[src/rtl/mul_div_sequencer.sv]
// 8051 MUL AB / DIV AB sequencer that drives the shared ALU one iteration per clock.
// Latency: start edge t -> o_done in cycle t+9 (t+1 for divide-by-zero).
// Backpressure: none; i_start is honoured only in IDLE, and the ALU grant is assumed same-cycle.

`ifndef ALU_CS_LEN
`define ALU_CS_LEN 3
`endif
`ifndef ALU_CS_NOP
`define ALU_CS_NOP 4'd0
`endif
`ifndef ALU_CS_ADD
`define ALU_CS_ADD 4'd1
`endif
`ifndef ALU_CS_SUB
`define ALU_CS_SUB 4'd2
`endif

module mul_div_sequencer #(
    parameter int ITER = 8
) (
    input  logic                 i_clk,
    input  logic                 i_rst_n,
    input  logic                 i_start,
    input  logic                 i_is_div,
    input  logic [7:0]           i_a,
    input  logic [7:0]           i_b,
    output logic                 o_busy,
    output logic                 o_done,
    output logic [7:0]           o_a,
    output logic [7:0]           o_b,
    output logic                 o_cy,
    output logic                 o_ov,
    output logic                 o_alu_req,
    output logic [`ALU_CS_LEN:0] o_alu_op,
    output logic [7:0]           o_alu_src1,
    output logic [7:0]           o_alu_src2,
    output logic                 o_alu_srcC,
    input  logic [7:0]           i_alu_des1,
    input  logic                 i_alu_desC
);

    localparam int CW = (ITER > 1) ? $clog2(ITER) : 1;
    localparam logic [CW-1:0] LAST = CW'(ITER - 1);

    typedef enum logic [1:0] {
        S_IDLE = 2'd0,
        S_ITER = 2'd1,
        S_DONE = 2'd2
    } state_t;

    state_t        state, next_state;
    logic          is_div;
    logic [7:0]    opnd;      // MUL: multiplicand A; DIV: divisor B
    logic [7:0]    work_hi;   // MUL: partial product high; DIV: remainder
    logic [7:0]    work_lo;   // MUL: multiplier / product low; DIV: dividend / quotient
    logic [CW-1:0] cnt;

    logic          accept;
    logic          div_zero;
    logic          last_iter;
    logic [7:0]    hi_nxt;
    logic [7:0]    lo_nxt;
    logic [8:0]    c_sum;
    logic [7:0]    rs;
    logic          take;

    assign o_cy       = 1'b0;
    assign o_alu_srcC = 1'b0;

    // State register; reset drops the ALU request and aborts any operation immediately.
    always_ff @(posedge i_clk or negedge i_rst_n) begin
        if (!i_rst_n) state <= S_IDLE;
        else          state <= next_state;
    end

    // Next-state, control outputs, ALU drive and one iteration of the selected algorithm.
    always_comb begin
        next_state = state;
        o_busy     = 1'b0;
        o_done     = 1'b0;
        o_alu_req  = 1'b0;
        o_alu_op   = `ALU_CS_NOP;
        o_alu_src1 = 8'h00;
        o_alu_src2 = 8'h00;
        accept     = 1'b0;
        div_zero   = 1'b0;
        last_iter  = 1'b0;
        hi_nxt     = work_hi;
        lo_nxt     = work_lo;
        c_sum      = 9'h000;
        rs         = 8'h00;
        take       = 1'b0;

        case (state)
            S_IDLE: begin
                if (i_start) begin
                    accept   = 1'b1;
                    div_zero = i_is_div && (i_b == 8'h00);
                    next_state = div_zero ? S_DONE : S_ITER;
                end
            end
            S_ITER: begin
                o_busy     = 1'b1;
                o_alu_req  = 1'b1;
                last_iter  = (cnt == LAST);
                if (is_div) begin
                    // Restoring division: trial-subtract divisor from the shifted remainder.
                    rs         = {work_hi[6:0], work_lo[7]};
                    o_alu_op   = `ALU_CS_SUB;
                    o_alu_src1 = rs;
                    o_alu_src2 = opnd;
                    take       = work_hi[7] | ~i_alu_desC;
                    hi_nxt     = take ? i_alu_des1 : rs;
                    lo_nxt     = {work_lo[6:0], take};
                end else begin
                    // Shift-and-add: add multiplicand when the current multiplier bit is set.
                    o_alu_op   = `ALU_CS_ADD;
                    o_alu_src1 = work_hi;
                    o_alu_src2 = opnd;
                    c_sum      = work_lo[0] ? {i_alu_desC, i_alu_des1} : {1'b0, work_hi};
                    hi_nxt     = c_sum[8:1];
                    lo_nxt     = {c_sum[0], work_lo[7:1]};
                end
                if (last_iter) next_state = S_DONE;
            end
            S_DONE: begin
                o_busy     = 1'b1;
                o_done     = 1'b1;
                next_state = S_IDLE;
            end
            default: next_state = S_IDLE;
        endcase
    end

    // Operand latch, work registers, iteration counter and held results.
    always_ff @(posedge i_clk or negedge i_rst_n) begin
        if (!i_rst_n) begin
            is_div  <= 1'b0;
            opnd    <= 8'h00;
            work_hi <= 8'h00;
            work_lo <= 8'h00;
            cnt     <= '0;
            o_a     <= 8'h00;
            o_b     <= 8'h00;
            o_ov    <= 1'b0;
        end else if (accept) begin
            is_div  <= i_is_div;
            opnd    <= i_is_div ? i_b : i_a;
            work_lo <= i_is_div ? i_a : i_b;
            work_hi <= 8'h00;
            cnt     <= '0;
            if (div_zero) begin
                o_a  <= i_a;
                o_b  <= i_b;
                o_ov <= 1'b1;
            end
        end else if (state == S_ITER) begin
            work_hi <= hi_nxt;
            work_lo <= lo_nxt;
            cnt     <= cnt + 1'b1;
            if (last_iter) begin
                o_a  <= lo_nxt;
                o_b  <= hi_nxt;
                o_ov <= is_div ? 1'b0 : (hi_nxt != 8'h00);
            end
        end
    end

endmodule

[config.mk]
export PLATFORM = sky130hd
export DESIGN_NAME = mul_div_sequencer
export DESIGN_NICKNAME = d
export VERILOG_FILES = /design/src/rtl/mul_div_sequencer.sv
export SDC_FILE = /design/constraint.sdc
export NUM_CORES = 1
export LEC_CHECK = 0
export ABC_CLOCK_PERIOD_IN_PS = 2560
export BUFFER_PORTS_ARGS = -buffer_cell sky130_fd_sc_hd__buf_2
export CAP_MARGIN = 30
export CELL_PAD_IN_SITES_DETAIL_PLACEMENT = 1
export CELL_PAD_IN_SITES_GLOBAL_PLACEMENT = 2
export CORE_ASPECT_RATIO = 0.8
export CORE_MARGIN = 10
export CORE_UTILIZATION = 32
export CTS_CLUSTER_DIAMETER = 30
export DETAILED_ROUTE_END_ITERATION = 8
export PLACE_DENSITY = 0.85
export RECOVER_POWER = 50
export SYNTH_ARGS = -nofsm -noshare
export SYNTH_HDL_FRONTEND = slang
export SYNTH_SLANG_ARGS = --single-unit
[constraint.sdc]
create_clock -name i_clk -period 2.56 [get_ports i_clk]
set_input_delay 0.512 -clock i_clk [delete_from_list [all_inputs] [get_ports i_clk]]
set_output_delay 0.512 -clock i_clk [all_outputs]
set_load 0.02 [all_outputs]
# ---- Word-level counts from Yosys, hierarchy flattened
# Cells that the tools add are included.
dict set report word_totals {
  ff_bits 47
  in_bits 29
  wordCells 70
  out_inout_bits 42
}
dict set report op_classes {
  bitwise 2
  n_eq_ne 6
  addsub 1
  mux 43
  reduce_logical 9
}
# cell n
set op_table {}
lappend op_table {{two-way mux 8 bit} 21}
lappend op_table {{two-way mux 1 bit} 13}
lappend op_table {{two-way mux 2 bit} 5}
lappend op_table {{two-way mux 9 bit} 1}
lappend op_table {{zero test 8 bit} 1}
lappend op_table {{nonzero test 8 bit} 1}
lappend op_table {{two-way mux 3 bit} 2}
lappend op_table {{!= test 2 bit, second input constant} 2}
lappend op_table {{case mux 2 bit (2 select lines)} 1}
lappend op_table {{nonzero test 2 bit} 2}
lappend op_table {{adder 3 x 1 -> 3 bit, second input constant} 1}
lappend op_table {{== test 3 bit, second input constant} 1}
lappend op_table {{AND reduction 3 bit} 1}
lappend op_table {{== test 2 x 1 -> 1 bit, second input constant} 1}
lappend op_table {{== test 2 bit, second input constant} 1}
lappend op_table {{zero test 2 bit} 1}
lappend op_table {{!= test 2 x 1 -> 1 bit, second input constant} 1}
lappend op_table {{AND reduction 2 bit} 1}
lappend op_table {{OR reduction 2 bit} 1}
lappend op_table {{logical AND 1 bit} 1}
lappend op_table {{NOT 1 bit} 1}
lappend op_table {{bitwise OR 1 bit} 1}

# ---- Longest topological paths before layout
# Gate-level depths: netlist (run 1).
dict set report depth {
  depth_word 10
  ltp_mapped 9
  depth_no_buf 8
}

# ---- Worst setup path before layout (run 1)
# Ideal clock, no wire load.
dict set report synth_path {
  kind {flip-flop to output port}
  from {register state[1]}
  to {output o_alu_src1[0]}
  required_time_ns 2.048
  arrival_time_ns 1.522
  path_stages_with_launch 7
  setup_slack_ns 0.526
  path_buffers 2
  cell_sequence {dfrtp_1 inv_1 ha_1 buf_4 inv_1 buf_1 nor2_1}
}
dict set report synth_via {
  elab_chain_len 2
}
# element line_no
set synth_rtl {}
lappend synth_rtl {{from (decl)} 51} ;# state_t state, next_state;
lappend synth_rtl {{from (signal assigned)} 73} ;# else state <= next_state;
lappend synth_rtl {{== test 2 x 1 -> 1 bit} 94} ;# case (state)
lappend synth_rtl {{two-way mux 8 bit} 94}
lappend synth_rtl {{to (decl)} 35} ;# output logic [7:0] o_alu_src1,
# Every way passes these cells.

# ---- Worst setup path after layout (run 1)
dict set report layout_path {
  from {register state[1]}
  to {output o_alu_op[0]}
}
dict set report layout_via {
  elab_chain_len 2
}
# element line_no
set layout_rtl {}
lappend layout_rtl {{== test 2 x 1 -> 1 bit} 94}
lappend layout_rtl {{two-way mux 2 bit} 94}
lappend layout_rtl {{to (decl)} 34} ;# output logic [`ALU_CS_LEN:0] o_alu_op,
# Every way passes these cells.

==> reports/results.txt, run 1 <==
DR DRC count - 0
FF+latch count, synth - 47
fin nets - 409
utilization after layout - 39.6%
cell seen most often among critical-path stages - inv_1
synth top area cells - dfrtp_1, mux2i_1, nand2_1, o21ai_0, nor2_1
WP data arrival - 1.75 ns
die area - 0.0133 mm²
CP Data Required Time - 2.05 ns
fin. max-slew vios - 0
Filler Cells Inserted - 1024
final setup vio count - 0
Clock Latency Late Sink - 0.29 ns
reg2reg setup slack - 0.37 ns
Final Wtd Congestion - 0.887
Post-CTS Setup Inserts - 0
drt total wl - 9220 µm
CTS tree - built
ys flop type - dfrtp_1
fraction of registers with async set/reset - 100%
status - complete, no violations
post-cts resize count - 0
Pwr Total - 3.69 mW
depth of the CTS H-tree - 2
Final Skew - 0.00493 ns
1st-iter DRT viols - 166
clock buffer depth - 2
post-synthesis instance area - 0.00290 mm²
FMAX - 0.442 GHz
clock tree sinks - 47
IO Port Bufs - 66
top-area cell type share of the netlist area - 40.6%
Post-Place Worst Slack - 0.383 ns
first drt pass iteration count - 4
Yosys top cell by area - dfrtp_1
vias in the first global route - 2681
Hold Buf Count CTS - 0
Worst Setup Slack, final - 0.296 ns
CP Class - register to primary output
maxcap violations - 0
Die H - 105 µm
vias - 2499
worst ir drop on vdd - 0.446 mV
total track usage - 13.5%
initial antenna violation count - 0
P_leak - 1.68 nW
Hold Path Stages - 2
Worst setup SP type - register
core area - 0.00867 mm²
Ports - 71
Seq/Total Area, Yosys - 40.6%
Worst Max-Slew Pin Slew - 1.34 ns
Cell Pwr Density - 1070 mW/mm²
Avg WL per Cell - 18.9 µm
CP Cell Sequence - inv_1, ha_1, or2b_4, inv_1, buf_2
worst-path fanout max - 6
fraction of layout cells with a size suffix above 1 - 19.9%
largest net degree at the start of global routing - 35
Crit. End Element - primary output
FF/Latch Area - 0.00118 mm²
slew margin rel. - 10.5%
Worst Hold Class - register to register
GRT overflow - 0
Synth warnings - 0
root buffer cell - clkbuf_16
clk slew on worst S/H paths - 0.07 ns
Final Hold Fails - 0
worst r2r path cells - 7
Syn-to-layout area delta - 18.6%
synthesized instance count - 313
Post-synth EDFFs - 0
syn_area_per_cell - 9.26 µm²
Die Span X - 126 µm
Initial Util - 33.4%
n_diodes - 0
# rows - 30
cell with the largest stage delay on the worst path - dfrtp_1
CTS buffer count - 5
slowest stage delay, CP - 0.38 ns
DR vias/cell - 5.12
DP Wirelength - 7340 µm
fin crit share - 88.4%
Setup TNS Final - 0 ns
Multi-input gate area - 0.00156 mm²
first-pass GRT wire length - 14800 µm
Post-DRT Antenna Nets - 0
unrepaired setup endpoints after global routing - false
Final Critical Period - 2.26 ns
Synth cell types - 47
==> metrics by stage <==
stage	std cells	hold WS (ns)	area [µm²]
6_report	488	0.476	3440
2_1_floorplan	316	0.216	2910
5_1_grt	488	0.501	3440
3_5_place_dp	480	0.461	3330
3_3_place_gp	480	0.453	3330
4_1_cts	488	0.240	3480
==> layer usage <==
metal / part of all wire [%] / vias to the layer above / GRT usage [%] / wire, µm
met4: 0.87 / 0 / 2.92 / 80
met3: 4.5 / 6 / 2.78 / 419
li1: - / 1225 / - / -
met5: 0 / - / 0 / 0
met1: 49 / 1218 / 18.5 / 4520
met2: 46 / 50 / 21.2 / 4190
==> logic make-up after synthesis <==
kind of cell / after synthesis / share of synthesized area (%)
buf+inv: 33 / 5.96
compound gates: 77 / 16.8
simple gates: 99 / 16.4
flops: 47 / 40.6
other cells: 1 / 0.129
xor+xnor: 1 / 0.302
fa+ha+maj: 5 / 2.16
mux: 50 / 17.7
==> synthesized netlist by cell type, drive strengths merged (2+ instances only) <==
cell type and instances:
a211oi 3, a21oi 17, a31oi 3, and2 12, buf 18, clkbuf 7, dfrtp 47, ha 5
inv 8, mux2 6, mux2i 44, nand2 42, nand2b 2, nand3 2, nor2 25, nor2b 2
nor3 2, nor4 4, o211ai 7, o21a 4, o21ai 29, o2bb2ai 5, or2b 2, or4 3
==> cell type report <==
type                    instances  area share (%)
multi-input cells             236            45.4
well taps                     112            4.08
repair buffers                 77            11.2
clock buffers                   6            3.75
clock inverters                 2           0.510
inverters                       8           0.874
flip-flops and latches         47            34.2
==> state kept, by name, summed over array words and instances (netlist names) <==
register  flops
cnt           3
o_b           8
o_a           8
opnd          8
is_div        1
work_hi       8
state         2
o_ov          1
work_lo       8
==> critical path, delay by kind of cell (launching register included) <==
family	cells	cell delay [ns]
buffers and inverters	3	0.50
AND/OR/NAND/NOR	1	0.33
flip-flops	1	0.38
adder cells (fa/ha/maj)	1	0.26
==> cells in the final DEF (no fill, tap or decap), types with 9 or more instances in the layout <==
cell,n
nand2_1,42
o21ai_0,27
and2_1,10
nor2_1,25
dfrtp_1,47
a21oi_1,17
buf_2,48
mux2i_1,44
buf_4,9
clkbuf_1,20
==> final timing paths <==
| kind | from | to |
|---|---|---|
| min in group asynchronous | i_rst_n | o_a[1]$_DFFE_PN0P_ |
| min reg2reg | opnd[5]$_DFFE_PN0P_ | opnd[5]$_DFFE_PN0P_ |
| max reg2reg | state[1]$_DFFE_PN0P_ | o_ov$_DFFE_PN0P_ |
| max | state[1]$_DFFE_PN0P_ | o_alu_op[0] |
| max in group asynchronous | i_rst_n | work_lo[1]$_DFFE_PN0P_ |
| min | opnd[5]$_DFFE_PN0P_ | opnd[5]$_DFFE_PN0P_ |
==> report_power, final <==
group          leakage (nW)  total, mW  switching [mW]  internal, mW
Combinational          1.01       1.82            1.12         0.694
Clock                0.0710      0.647           0.281         0.366
Sequential            0.597       1.23           0.258         0.974
Total                  1.68       3.69            1.66          2.03
Power figures use the tool's default switching activity.
==> inputs of run 2 (changes only) <==
--- a/config.mk
+++ b/config.mk
@@ -8,11 +8,11 @@
 export ABC_CLOCK_PERIOD_IN_PS = 2560
 export BUFFER_PORTS_ARGS = -buffer_cell sky130_fd_sc_hd__buf_2
 export CAP_MARGIN = 30
-export CELL_PAD_IN_SITES_DETAIL_PLACEMENT = 1
-export CELL_PAD_IN_SITES_GLOBAL_PLACEMENT = 2
+export CELL_PAD_IN_SITES_DETAIL_PLACEMENT = 0
+export CELL_PAD_IN_SITES_GLOBAL_PLACEMENT = 1
 export CORE_ASPECT_RATIO = 0.8
 export CORE_MARGIN = 10
-export CORE_UTILIZATION = 32
+export CORE_UTILIZATION = 40
 export CTS_CLUSTER_DIAMETER = 30
 export DETAILED_ROUTE_END_ITERATION = 8
 export PLACE_DENSITY = 0.85
==> run 2 against run 1 <==
Effect of this change: design area decreased by 1.6%; wire length decreased by 14%; clock skew increased by 0.0053 ns; cell count decreased by 4.9%; combinational power decreased by 3%; critical endpoint unchanged; largest cell class unchanged.
==> reports/results.txt, run 2 (synthesized netlist as in run 1, its figures left out) <==
total track usage - 14.6% (+1.1 points)
Clock Latency Late Sink - 0.30 ns (about the same)
met1 Use GR - 19.7% (+1.3 points)
status - complete, no violations
first-pass GRT wire length - 12900 µm (-13%)
Worst setup SP type - register
Die Span X - 115 µm (-8.9%)
vias - 2518 (+0.76%)
reg2reg setup slack - 0.34 ns (-0.03 ns)
most frequent cells in the layout - buf_2, dfrtp_1, mux2i_1
maxcap violations - 0 (unchanged)
DP Wirelength - 6160 µm (-16%)
Hold WS - 0.418 ns (-0.0577 ns)
clk slew on worst S/H paths - 0.09 ns (+0.02 ns)
Avg WL per Cell - 17.2 µm (-9.2%)
n_diodes - 0 (unchanged)
fraction of layout cells with a size suffix above 1 - 20.4% (+0.48 points)
WP data arrival - 1.85 ns (+0.10 ns)
unrepaired setup endpoints after global routing - false
reg-to-reg critical path startpoint - state[1]$_DFFE_PN0P_
initial antenna violation count - 0 (unchanged)
Initial Util - 41.6% (+8.2 points)
Crit path depth - 5 (unchanged)
Ports - 71 (unchanged)
Cell Pwr Density - 1040 mW/mm² (-3.2%)
Final Critical Period - 2.37 ns (+0.103 ns)
die area - 0.0111 mm² (-17%)
Post-DRT Antenna Nets - 0 (unchanged)
largest net degree at the start of global routing - 29 (-17%)
core area - 0.00696 mm² (-20%)
met2 Use GR - 22.1% (+0.83 points)
CP Data Required Time - 2.05 ns (about the same)
CP Cell Sequence - inv_1, ha_2, or2b_4, inv_1, buf_2
Final Wtd Congestion - 0.921 (+3.8%)
# rows - 27 (-10%)
P_leak - 1.66 nW (-1.0%)
cell with the largest stage delay on the worst path - dfrtp_1
IO Port Bufs - 66 (unchanged)
Critical Path End - o_alu_op[0]
Final Skew - 0.0102 ns (+0.00527 ns)
depth of the CTS H-tree - 2 (unchanged)
Setup TNS Final - 0 ns (unchanged)
Worst R2R End - o_ov$_DFFE_PN0P_
1st-iter DRT viols - 149 (-10%)
fin nets - 411 (+0.49%)
most used routing layer - met2
Crit. Startpoint - state[1]$_DFFE_PN0P_
FMAX - 0.423 GHz (-4.4%)
clock buffer depth - 2 (unchanged)
CTS tree - built
Worst Path Buf+Inv - 3 (unchanged)
Crit. End Element - primary output
cell seen most often among critical-path stages - inv_1
Syn-to-layout area delta - 16.7%
utilization after layout - 48.6% (+9.0 points)
DR DRC count - 0 (unchanged)
worst r2r path cells - 7 (unchanged)
CP delay by family, top - buffers and inverters
Die H - 96.1 µm (-8.5%)
Hold Buf Count CTS - 0 (unchanged)
GRT overflow - 0 (unchanged)
slew margin rel. - 21.4% (+11 points)
worst ir drop on vdd - 0.383 mV (-14%)
Worst Max-Slew Pin Slew - 1.18 ns (-0.164 ns)
final setup vio count - 0 (unchanged)
vias in the first global route - 2493 (-7.0%)
root buffer cell - clkbuf_8
worst-path fanout max - 12 (+6)
fin. max-slew vios - 0 (unchanged)
Global Route met3 Usage - 4.29% (+1.5 points)
slowest stage delay, CP - 0.38 ns (about the same)
Worst Hold Class - primary input to asynchronous set/reset pin
clock tree sinks - 47 (unchanged)
Filler Cells Inserted - 691 (-33%)
fin crit share - 92.5% (+4.0 points)
first drt pass iteration count - 4 (unchanged)
Final Hold Fails - 0 (unchanged)
DR vias/cell - 5.43 (+6.0%)
CTS buffer count - 5 (unchanged)
most common cell after layout, fill and taps aside - buf_2
CP Class - register to primary output
drt total wl - 7960 µm (-14%)
-- run 2: changes by cell type in the layout (fill, tap and decap cells not counted), moves of 2 or more --
| cell | change |
|---|---|
| clkinv_4 | -2 |
| clkbuf_16 | -5 |
| buf_4 | +2 |
| clkbuf_8 | +5 |
-- run 2: final cells by class --
cell class / instances / area, µm² / area share, %
Clock buffer: 6 / 72.6 / 2.15
Clock inverter: 1 / 30.0 / 0.888
Inverter: 8 / 33.8 / 0.999
Multi-Input combinational cell: 236 / 1560 / 46.2
Sequential cell: 47 / 1180 / 34.8
Tap cell: 87 / 109 / 3.22
Timing Repair Buffer: 79 / 398 / 11.8
-- run 2: what timing repair did --
| action | CTS | global route |
|---|---|---|
| setup endpoints to repair | 0 | 1 |
| gates resized for setup | 0 | 2 |
| buffers inserted | 0 | 2 |
-- run 2: worst min path at each step --
stage                                   start                  end
after detailed placement  opnd[4]$_DFFE_PN0P_  opnd[4]$_DFFE_PN0P_
after CTS                             i_rst_n   o_a[4]$_DFFE_PN0P_
after global routing                  i_rst_n   o_a[3]$_DFFE_PN0P_
final                                 i_rst_n   o_a[3]$_DFFE_PN0P_
after global placement    opnd[2]$_DFFE_PN0P_  opnd[2]$_DFFE_PN0P_
after floorplan                       i_rst_n   cnt[0]$_DFFE_PN0P_
-- run 2: routing by layer --
metal	part of all wire, %	up-vias	routed length, µm
li1	-	1221	-
met1	46	1197	3630
met2	44	93	3530
met3	8.8	7	697
met4	1.2	0	92
met5	0	-	0
-- run 2: stage by stage --
stage	total power, mW	area, µm²	instances	worst slack (ns)
2_1_floorplan	2.49	2910	316	0.526
3_3_place_gp	2.93	3290	455	0.262
3_5_place_dp	2.96	3290	455	0.162
4_1_cts	3.50	3390	462	0.142
5_1_grt	3.82	3380	464	0.121
6_report	3.52	3380	464	0.193
-- run 2: worst reg2reg max path: cells and delay by family, from the launching register on --
kind            cells  cell delay, ns
compound gates      2            0.27
fa+ha+maj           1            0.34
buf+inv             2            0.31
flops               1            0.38
simple gates        2            0.81
-- run 2: power breakdown --
part	internal [mW]	switching (mW)	leakage, nW
clock	0.287	0.249	0.0513
sequential	0.973	0.246	0.597
combinational	0.711	1.06	1.01
==> inputs of run 3 (changes only) <==
--- a/config.mk
+++ b/config.mk
@@ -5,17 +5,17 @@
 export SDC_FILE = /design/constraint.sdc
 export NUM_CORES = 1
 export LEC_CHECK = 0
-export ABC_CLOCK_PERIOD_IN_PS = 2560
+export ABC_CLOCK_PERIOD_IN_PS = 2900
 export BUFFER_PORTS_ARGS = -buffer_cell sky130_fd_sc_hd__buf_2
 export CAP_MARGIN = 30
 export CELL_PAD_IN_SITES_DETAIL_PLACEMENT = 0
 export CELL_PAD_IN_SITES_GLOBAL_PLACEMENT = 1
 export CORE_ASPECT_RATIO = 0.8
 export CORE_MARGIN = 10
-export CORE_UTILIZATION = 40
+export CORE_UTILIZATION = 43
 export CTS_CLUSTER_DIAMETER = 30
 export DETAILED_ROUTE_END_ITERATION = 8
-export PLACE_DENSITY = 0.85
+export PLACE_DENSITY = 0.9
 export RECOVER_POWER = 50
 export SYNTH_ARGS = -nofsm -noshare
 export SYNTH_HDL_FRONTEND = slang
==> constraint.sdc (replaced) <==
create_clock -name i_clk -period 2.9 [get_ports i_clk]
set_input_delay 0.58 -clock i_clk [delete_from_list [all_inputs] [get_ports i_clk]]
set_output_delay 0.58 -clock i_clk [all_outputs]
set_load 0.02 [all_outputs]
==> run 3 against run 2 <==
Effect of this change: global-route usage up 0.68 points; register-to-register slack improved by 0.40 ns; power decreased by 15%; design area is 1.7% lower; clock skew down 0.0022 ns; sequential share of layout area increased by 0.60 points; sequential cell count unchanged; first-iteration DRC count down 16%; critical endpoint unchanged.
==> reports/results.txt, run 3 (synthesized netlist as in run 1, its figures left out) <==
status - complete, no violations
Setup TNS Final - 0 ns (unchanged)
Multi-input gate area - 0.00156 mm² (-0.16%)
first drt pass iteration count - 4 (unchanged)
Worst Path Buf+Inv - 3 (unchanged)
cell seen most often among critical-path stages - inv_1
DR vias/cell - 5.40 (-0.58%)
fin nets - 407 (-0.97%)
CP Class - register to primary output
WP data arrival - 1.75 ns (-0.10 ns)
slowest stage delay, CP - 0.39 ns (about the same)
FMAX - 0.429 GHz
drt total wl - 7920 µm (-0.53%)
Worst Setup Slack, final - 0.568 ns (+0.374 ns)
Filler Cells Inserted - 643 (-6.9%)
1st-iter DRT viols - 125 (-16%)
Worst Max-Slew Pin Slew - 1.13 ns (-0.0442 ns)
most frequent cells in the layout - buf_2, dfrtp_1, mux2i_1
largest net degree at the start of global routing - 36 (+24%)
Ports - 71 (unchanged)
Final Hold Fails - 0 (unchanged)
Final Skew - 0.00797 ns (-0.00223 ns)
# rows - 26 (-3.7%)
Initial Util - 44.8% (+3.1 points)
CP Data Required Time - 2.32 ns (+0.27 ns)
clock tree sinks - 47 (unchanged)
final setup vio count - 0 (unchanged)
clock buffer depth - 2 (unchanged)
Avg WL per Cell - 17.3 µm (+0.78%)
maxcap violations - 0 (unchanged)
total track usage - 15.3% (+0.68 points)
slew margin rel. - 24.4% (+2.9 points)
fin. max-slew vios - 0 (unchanged)
CTS tree - built
n_diodes - 0 (unchanged)
Post-DRT Antenna Nets - 0 (unchanged)
FF/Latch Area - 0.00118 mm² (unchanged)
die area - 0.0104 mm² (-5.7%)
clk slew on worst S/H paths - 0.09 ns (about the same)
worst-path fanout max - 6 (-6)
CP delay by family, top - buffers and inverters
fin crit share - 80.4%
initial antenna violation count - 0 (unchanged)
core area - 0.00647 mm² (-7.0%)
cell with the largest stage delay on the worst path - dfrtp_1
depth of the CTS H-tree - 2 (unchanged)
Final Wtd Congestion - 0.837 (-9.1%)
most common cell after layout, fill and taps aside - buf_2
Worst setup SP type - register
DP Wirelength - 6110 µm (-0.89%)
Clock Latency Late Sink - 0.31 ns (about the same)
Die H - 93.4 µm (-2.8%)
CP Cell Sequence - inv_1, ha_1, or2b_4, inv_1, buf_2
root buffer cell - clkbuf_8
Final Critical Period - 2.33 ns
worst ir drop on vdd - 0.388 mV (+1.5%)
Post-Place Worst Slack - 0.652 ns (+0.490 ns)
fraction of layout cells with a size suffix above 1 - 19.3% (-1.2 points)
post-cts resize count - 0 (unchanged)
P_leak - 1.63 nW (-1.5%)
IO Port Bufs - 66 (unchanged)
vias - 2471 (-1.9%)
unrepaired setup endpoints after global routing - false
first-pass GRT wire length - 13100 µm (+1.7%)
Die Span X - 112 µm (-2.9%)
Worst Hold Class - primary input to asynchronous set/reset pin
Cell Pwr Density - 900 mW/mm² (-14%)
Post-CTS Setup Inserts - 0 (unchanged)
Syn-to-layout area delta - 14.7%
vias in the first global route - 2522 (+1.2%)
Hold Buf Count CTS - 0 (unchanged)
DR DRC count - 0 (unchanged)
CTS buffer count - 5 (unchanged)
GRT overflow - 0 (unchanged)
Crit. End Element - primary output
[run 3: worst paths after layout]
path | endpoint | slack, ns | start | cells past startpoint
setup / recovery | o_alu_op[0] | 0.57 | state[1]$_DFFE_PN0P_ | 5
hold / removal | opnd[5]$_DFFE_PN0P_ | 0.46 | i_rst_n | 1
setup reg to reg | o_ov$_DFFE_PN0P_ | 0.74 | state[1]$_DFFE_PN0P_ | 7
hold reg to reg | opnd[0]$_DFFE_PN0P_ | 0.47 | opnd[0]$_DFFE_PN0P_ | 2
max in group asynchronous | work_hi[0]$_DFFE_PN0P_ | 1.06 | i_rst_n | 2
min in group i_clk | opnd[0]$_DFFE_PN0P_ | 0.47 | opnd[0]$_DFFE_PN0P_ | 2
[run 3: worst register-to-register path, delay by kind of cell (launching register included)]
family | cells | cell delay (ns)
AOI/OAI and AO/OA | 2 | 0.32
adders and majority gates | 1 | 0.24
DFF | 1 | 0.39
and+or+nand+nor | 2 | 0.80
buffers and inverters | 2 | 0.33
[run 3: cell type report]
class | count | share of cell area, %
tap | 84 | 3.16
sequential | 47 | 35.4
clock inverter | 2 | 0.376
multi-input combinational | 236 | 46.9
inverter | 8 | 0.903
timing repair buffer | 75 | 11.1
clock buffer | 6 | 2.18
[run 3: metal layers]
layer / global-route usage, % / up-vias / wire [µm]
li1: - / 1218 / -
met1: 20.1 / 1175 / 3760
met2: 24.1 / 70 / 3600
met3: 4.34 / 8 / 480
met4: 3.85 / 0 / 82
met5: 0 / - / 0
[run 3: stage by stage]
stage,hold WS [ns],utilization [%],cell area (µm²),std cells,power (mW)
final,0.462,51.4,3320,458,2.99
after global placement,0.449,50.5,3270,450,2.59
after detailed placement,0.459,50.5,3270,450,2.61
after CTS,0.229,51.8,3350,458,3.02
after floorplan,0.284,-,2910,316,2.19
after global routing,0.502,51.4,3320,458,3.26
[run 3: power breakdown]
part | internal (mW) | switching [mW] | leakage [nW] | total, mW
Sequential | 0.859 | 0.213 | 0.597 | 1.07
Combinational | 0.596 | 0.921 | 0.996 | 1.52
Clock | 0.169 | 0.233 | 0.0412 | 0.402
